==> src/rtl/alu_shift_sequencer_pkg.sv <==
// Shared microcode definitions: ALU operation encoding and the flag bit positions
// that the shift sequencer depends on.
package alu_shift_sequencer_pkg;

    localparam int MC_ALUOp_t_BITS = 5;
    localparam int CF_BIT          = 0;

    typedef enum logic [MC_ALUOp_t_BITS-1:0] {
        ALUOp_SELA = 5'd0,
        ALUOp_SELB = 5'd1,
        ALUOp_ADD  = 5'd2,
        ALUOp_ADC  = 5'd3,
        ALUOp_SUB  = 5'd4,
        ALUOp_SBB  = 5'd5,
        ALUOp_AND  = 5'd6,
        ALUOp_OR   = 5'd7,
        ALUOp_XOR  = 5'd8,
        ALUOp_SHL  = 5'd9,
        ALUOp_SHR  = 5'd10,
        ALUOp_SAR  = 5'd11,
        ALUOp_ROL  = 5'd12,
        ALUOp_ROR  = 5'd13,
        ALUOp_RCL  = 5'd14,
        ALUOp_RCR  = 5'd15
    } ALUOp_t;

endpackage

==> src/rtl/alu_shift_sequencer.sv <==
// Repeats a single-bit shift/rotate on an external ALU once per masked count,
// capturing the ALU result and flags each cycle until the count is exhausted.
module alu_shift_sequencer
    import alu_shift_sequencer_pkg::*;
#(
    parameter int COUNT_BITS = 5
) (
    input  logic        clk,
    input  logic        reset_n,
    input  logic        start,
    input  logic        abort,
    input  ALUOp_t      op,
    input  logic        is_8_bit,
    input  logic [15:0] a_in,
    input  logic [7:0]  count,
    input  logic [15:0] flags_in,
    output logic [15:0] alu_a,
    output logic [15:0] alu_b,
    output ALUOp_t      alu_op,
    output logic        alu_is_8_bit,
    output logic [15:0] alu_flags_in,
    input  logic [15:0] alu_out,
    input  logic [15:0] alu_flags_out,
    output logic        busy,
    output logic        done,
    output logic [15:0] result,
    output logic [15:0] flags_out
);

    typedef enum logic [1:0] {IDLE, RUN, DONE} state_t;

    state_t                state;
    ALUOp_t                op_r;
    logic                  is_8_bit_r;
    logic [15:0]           work_val;
    logic [15:0]           work_flags;
    logic [COUNT_BITS-1:0] cnt;
    logic [COUNT_BITS-1:0] masked_count;
    logic                  unused_count;

    assign masked_count = count[COUNT_BITS-1:0];
    assign unused_count = &{1'b0, count};

    always_ff @(posedge clk or negedge reset_n) begin
        if (!reset_n) begin
            state      <= IDLE;
            busy       <= 1'b0;
            done       <= 1'b0;
            cnt        <= '0;
            op_r       <= ALUOp_SELA;
            is_8_bit_r <= 1'b0;
            work_val   <= '0;
            work_flags <= '0;
            alu_b      <= '0;
        end else begin
            done <= 1'b0;
            case (state)
                IDLE: begin
                    if (start && !abort) begin
                        op_r       <= op;
                        is_8_bit_r <= is_8_bit;
                        work_val   <= a_in;
                        work_flags <= flags_in;
                        cnt        <= masked_count;
                        alu_b      <= 16'd1;
                        busy       <= 1'b1;
                        if (masked_count == '0) begin
                            state <= DONE;
                            done  <= 1'b1;
                        end else begin
                            state <= RUN;
                        end
                    end
                end
                RUN: begin
                    // An aborted edge captures nothing, leaving the prior partial result visible.
                    if (abort) begin
                        state <= IDLE;
                        busy  <= 1'b0;
                    end else begin
                        work_val   <= alu_out;
                        work_flags <= alu_flags_out;
                        cnt        <= cnt - COUNT_BITS'(1);
                        if (cnt == COUNT_BITS'(1)) begin
                            state <= DONE;
                            done  <= 1'b1;
                        end
                    end
                end
                DONE: begin
                    state <= IDLE;
                    busy  <= 1'b0;
                end
                default: begin
                    state <= IDLE;
                    busy  <= 1'b0;
                end
            endcase
        end
    end

    assign alu_a        = work_val;
    assign alu_flags_in = work_flags;
    assign alu_is_8_bit = is_8_bit_r;
    assign alu_op       = (state == RUN) ? op_r : ALUOp_SELA;
    assign result       = work_val;
    assign flags_out    = work_flags;

endmodule

==> config.mk <==
export PLATFORM = sky130hd
export DESIGN_NAME = alu_shift_sequencer
export DESIGN_NICKNAME = d
export VERILOG_FILES = /design/src/rtl/alu_shift_sequencer_pkg.sv /design/src/rtl/alu_shift_sequencer.sv
export SDC_FILE = /design/constraint.sdc
export NUM_CORES = 1
export LEC_CHECK = 0
export ABC_AREA = 1
export ABC_CLOCK_PERIOD_IN_PS = 3100
export CAP_MARGIN = 20
export CORE_MARGIN = 4
export CORE_UTILIZATION = 40
export CTS_CLUSTER_DIAMETER = 60
export DETAILED_ROUTE_END_ITERATION = 7
export PLACE_DENSITY = 0.95
export SLEW_MARGIN = 20
export SYNTH_ARGS = -nofsm -noshare
export SYNTH_HDL_FRONTEND = slang
export SYNTH_SLANG_ARGS = --single-unit
==> constraint.sdc <==
create_clock -name clk -period 3.1 [get_ports clk]
set_input_delay 0.93 -clock clk [delete_from_list [all_inputs] [get_ports clk]]
set_output_delay 0.93 -clock clk [all_outputs]
set_load 0.01 [all_outputs]
==> flow_metrics.env, run 1 <==
export IMPL_port_buffers=151
export IMPL_avgSynthCellArea_um2=6.987
export IMPL_clockBufferDepth=2
export IMPL_die_area_mm2=0.008369
export IMPL_clk_pin_slew_ns=0.10
export IMPL_avgViaCountPerCell=4.422
export IMPL_critPathMaxFanout=12
export IMPL_wl_per_cell_um=12.79
export IMPL_dpl_hpwl_um=5953
export IMPL_finalSetupViolCount=0
export IMPL_maxSlewHeadroom_pct=54.28
export IMPL_die_y_um=91.48
export IMPL_grt_total_usage_pct=18.34
export IMPL_ys_types=18
export IMPL_final_area_mm2=0.004224
export IMPL_syn_area_mm2=0.002788
export IMPL_fill_cells=573
export IMPL_postCtsSetupRepairBufs=0
export IMPL_htreeDepth=2
export IMPL_clock_latency_ns=0.30
export IMPL_layout_common_cells="nand2_1, clkdlybuf4s50_1, dfrtp_1, nor2_1, conb_1"
export IMPL_ys_ff_latch=48
export IMPL_period_needed_ns=2.719
export IMPL_status="completed"
export IMPL_postCtsHoldBufs=0
export IMPL_irDropWorstVdd_uv=367.2
export IMPL_first_pass_iters=4
export IMPL_grt_overflow=0
export IMPL_antenna_found_initial=0
export IMPL_crit_required_ns=2.17
export IMPL_clock_sinks=48
export IMPL_mostFrequentLayoutCell="nand2_1"
export IMPL_cp_arrival_ns=1.79
export IMPL_maxCapViolations=0
export IMPL_layout_area_seq_mm2=0.001201
export IMPL_layout_nets=598
export IMPL_worstMarginPinSlew_ns=0.6833
export IMPL_ys_seq_area_share_pct=43.09
export IMPL_cts_tree="yes"
export IMPL_dpl_cell_area_mm2=0.004065
export IMPL_areaGrowthSynthToFinish_pct=51.53
export IMPL_synth_cells=399
export IMPL_final_period_utilization_pct=87.69
export IMPL_cp_end_kind="output port"
export IMPL_grt_pass1_vias=2671
export IMPL_rsz0062_at_grt="false"
export IMPL_postCtsResizedCells=0
export IMPL_drt_iter0_markers=79
export IMPL_leakagePower_nw=2.142
export IMPL_die_w_um=91.48
export IMPL_final_max_slew_viol_count=0
export IMPL_initial_core_util_pct=41.03
export IMPL_hold_path_class="register to register"
export IMPL_diodes=0
export IMPL_grt_pass1_wl_um=12530
export IMPL_cts_made_buffers=5
export IMPL_postRouteAntennaNets=0
export IMPL_clock_skew_ns=0.01224
export IMPL_rows=30
export IMPL_multi_input_area_mm2=0.001132
export IMPL_start_kind="register"
export IMPL_setup_tns_ns=0
export IMPL_drive_above_1_share_pct=4.078
export IMPL_place_congestion=0.7594
export IMPL_ys_warnings_count=0
export IMPL_grt_max_degree=39
export IMPL_core_mm2=0.006794
export IMPL_crit_type="register to output port"
export IMPL_fmax_mhz=367.8
export IMPL_drc=0
export IMPL_wl_um=7814
export IMPL_dr_total_vias=2702
export IMPL_powerDensity_mw_per_mm2=758.2
export IMPL_pin_count=170
export IMPL_hold_viol=0
export IMPL_root_buffer="clkbuf_8"
## cells in the mapped netlist
library cell | number | area share [%]
buf_4 | 50 | 13
nand3_1 | 7 | 1.3
nor2_2 | 2 | 0.45
o21ai_0 | 2 | 0.36
nor2_1 | 20 | 2.7
nor3_1 | 1 | 0.18
o21ai_1 | 5 | 0.90
a21oi_1 | 6 | 1.1
buf_2 | 12 | 2.2
nand2_2 | 2 | 0.45
inv_2 | 2 | 0.27
dfrtp_1 | 48 | 43
nand2_1 | 222 | 30
conb_1 | 1 | 0.13
o22ai_1 | 2 | 0.45
buf_6 | 1 | 0.40
ha_1 | 2 | 0.90
inv_1 | 14 | 1.9
## final timing paths
path                       slack, ns                     endpoint            startpoint  cells after the start
max                             0.38                    alu_op[3]  state[1]$_DFFE_PN0P_                      4
min                             0.47         alu_b[0]$_DFFE_PN0P_  alu_b[0]$_DFFE_PN0P_                      2
max reg2reg                     1.48           cnt[1]$_DFFE_PN0P_  state[1]$_DFFE_PN0P_                      7
min reg2reg                     0.47         alu_b[0]$_DFFE_PN0P_  alu_b[0]$_DFFE_PN0P_                      2
max in group asynchronous       1.77         alu_a[2]$_DFFE_PN0P_               reset_n                      2
min in group asynchronous       0.58  alu_flags_in[9]$_DFFE_PN0P_               reset_n                      1
## metal layers
metal / GRT usage, % / wire length, um
met5: 0 / 0
met1: 19.15 / 2889
met4: 5.779 / 161
met2: 35.97 / 4322
met3: 3.728 / 441
## through the flow
step	worst slack [ns]	utilization (%)	instances	total power, W	hold slack [ns]
6_report	0.3815	62.17	611	0.003203	0.4734
3_5_place_dp	0.5076	59.83	603	0.002607	0.4561
4_1_cts	0.3810	62.17	611	0.003229	0.4779
3_3_place_gp	0.5651	59.83	603	0.002543	0.4517
5_1_grt	0.2570	62.17	611	0.003413	0.5069
2_1_floorplan	1.251	-	413	0.001909	0.4422
## power breakdown
part | total [W] | internal [W] | switching (W)
Clock | 0.000618 | 0.000403 | 0.000214
Combinational | 0.00157 | 0.000833 | 0.000737
Sequential | 0.00101 | 0.000844 | 0.000171
## state kept, by name, indices dropped and copies added (netlist names)
register      count
alu_a            16
alu_flags_in     16
cnt               5
op_r              5
state             2
alu_b             1
alu_is_8_bit      1
busy              1
done              1
## layout make-up
| type | count | area share [%] |
|---|---|---|
| clock buffers | 5 | 1.629 |
| clock inverters | 3 | 2.133 |
| inverters | 16 | 1.422 |
| multi-input cells | 286 | 26.81 |
| flip-flops and latches | 48 | 28.44 |
| well taps | 96 | 2.844 |
| repair buffers | 157 | 36.73 |
## cells by family after synthesis
group           after synthesis  synth area share, %
simple gates                254                34.92
buf+inv                      79                18.18
fa+ha+maj                     2               0.8975
other cells                   1               0.1345
compound gates               15                2.783
flops                        48                43.09
## critical path: stages, from the launching register on
cell,delay (ns)
dfrtp_1,0.44
inv_2,0.07
nand2_1,0.23
nor2_1,0.19
clkdlybuf4s50_1,0.56
(Power assumes the default switching activity.)
==> inputs of run 2 (changes only) <==
--- a/config.mk
+++ b/config.mk
@@ -12,6 +12,7 @@
 export CORE_UTILIZATION = 40
 export CTS_CLUSTER_DIAMETER = 60
 export DETAILED_ROUTE_END_ITERATION = 7
+export MAX_ROUTING_LAYER = met4
 export PLACE_DENSITY = 0.95
 export SLEW_MARGIN = 20
 export SYNTH_ARGS = -nofsm -noshare
==> flow_metrics.env, run 2 (same netlist as run 1, synthesis figures left out) <==
export IMPL_status="completed"
export IMPL_clk_pin_slew_ns=0.09
export IMPL_cp_end_kind="output port"
export IMPL_cp_arrival_ns=1.78
export IMPL_drc=0
export IMPL_postCtsSetupRepairBufs=0
export IMPL_clock_sinks=48
export IMPL_die_y_um=91.48
export IMPL_rows=30
export IMPL_finalSetupViolCount=0
export IMPL_maxSlewHeadroom_pct=54.11
export IMPL_htreeDepth=2
export IMPL_core_mm2=0.006794
export IMPL_irDropWorstVdd_uv=367.1
export IMPL_hold_viol=0
export IMPL_grt_pass1_wl_um=12520
export IMPL_die_area_mm2=0.008369
export IMPL_place_congestion=0.7693
export IMPL_diodes=0
export IMPL_antenna_found_initial=0
export IMPL_avgViaCountPerCell=4.430
export IMPL_layout_nets=598
export IMPL_cts_tree="yes"
export IMPL_dr_total_vias=2707
export IMPL_die_w_um=91.48
export IMPL_postCtsHoldBufs=0
export IMPL_drive_above_1_share_pct=4.078
export IMPL_drt_iter0_markers=103
export IMPL_mostFrequentLayoutCell="nand2_1"
export IMPL_clock_latency_ns=0.30
export IMPL_cts_made_buffers=5
export IMPL_wl_per_cell_um=12.75
export IMPL_powerDensity_mw_per_mm2=758.1
export IMPL_grt_total_usage_pct=18.84
export IMPL_leakagePower_nw=2.142
export IMPL_period_needed_ns=2.710
export IMPL_maxCapViolations=0
export IMPL_layout_common_cells="nand2_1, clkdlybuf4s50_1, dfrtp_1, nor2_1, conb_1"
export IMPL_critPathMaxFanout=12
export IMPL_start_kind="register"
export IMPL_initial_core_util_pct=41.03
export IMPL_grt_max_degree=39
export IMPL_fmax_mhz=369.0
export IMPL_dpl_hpwl_um=5953
export IMPL_postRouteAntennaNets=0
export IMPL_hold_path_class="register to register"
export IMPL_wl_um=7793
export IMPL_first_pass_iters=4
export IMPL_postCtsResizedCells=0
export IMPL_clockBufferDepth=2
export IMPL_final_period_utilization_pct=87.43
export IMPL_whs_ns=0.4727
export IMPL_setup_tns_ns=0
export IMPL_areaGrowthSynthToFinish_pct=51.53
export IMPL_grt_overflow=0
export IMPL_final_max_slew_viol_count=0
export IMPL_pin_count=170
export IMPL_clock_skew_ns=0.01033
export IMPL_crit_type="register to output port"
export IMPL_fill_cells=573
export IMPL_rsz0062_at_grt="false"
export IMPL_worstMarginPinSlew_ns=0.6860
export IMPL_crit_required_ns=2.17
export IMPL_root_buffer="clkbuf_8"
export IMPL_grt_pass1_vias=2678
export IMPL_port_buffers=151
## run 2: cell counts in the layout (fill, tap and decap cells not counted)
Identical to the previous run, type by type.
## run 2: power by group
part / switching, W / internal, W
clock: 0.000212 / 0.000403
combinational: 0.000738 / 0.000833
sequential: 0.000172 / 0.000844
total: 0.00112 / 0.00208
## run 2: area by class of cell
| type | instances | area (um2) | share of cell area (%) |
|---|---|---|---|
| Sequential cell | 48 | 1201 | 28.44 |
| Timing Repair Buffer | 157 | 1551 | 36.73 |
| Clock buffer | 5 | 68.82 | 1.629 |
| Tap cell | 96 | 120.1 | 2.844 |
| Multi-Input combinational cell | 286 | 1132 | 26.81 |
| Inverter | 16 | 60.06 | 1.422 |
| Clock inverter | 3 | 90.09 | 2.133 |
## run 2: layer usage
metal  GRT usage, %  part of all wire [%]
met5              -                     0
met4          5.779                   2.1
met3          3.314                   5.3
met2          35.97                    56
met1          19.36                    37
## run 2: final timing paths
check	slack (ns)	end	depth (start not counted)	from
max	0.39	alu_op[3]	4	state[1]$_DFFE_PN0P_
min	0.47	alu_b[0]$_DFFE_PN0P_	2	alu_b[0]$_DFFE_PN0P_
max reg2reg	1.49	cnt[1]$_DFFE_PN0P_	7	state[1]$_DFFE_PN0P_
min reg2reg	0.47	alu_b[0]$_DFFE_PN0P_	2	alu_b[0]$_DFFE_PN0P_
max in group asynchronous	1.76	alu_a[2]$_DFFE_PN0P_	2	reset_n
min in group asynchronous	0.58	alu_flags_in[9]$_DFFE_PN0P_	1	reset_n
## run 2: critical path: stages (launching register included)
cell	delay, ns
dfrtp_1	0.44
inv_2	0.07
nand2_1	0.23
nor2_1	0.19
clkdlybuf4s50_1	0.56
## run 2: per-stage QoR
step	setup slack (ns)	total power [W]	cell area, um2	util [%]	std cells
floorplan	1.251	0.001909	2840	-	413
global placement	0.5651	0.002543	4065	59.83	603
detailed placement	0.5076	0.002607	4065	59.83	603
CTS	0.3810	0.003229	4224	62.17	611
global route	0.2565	0.003413	4224	62.17	611
finish	0.3897	0.003202	4224	62.17	611
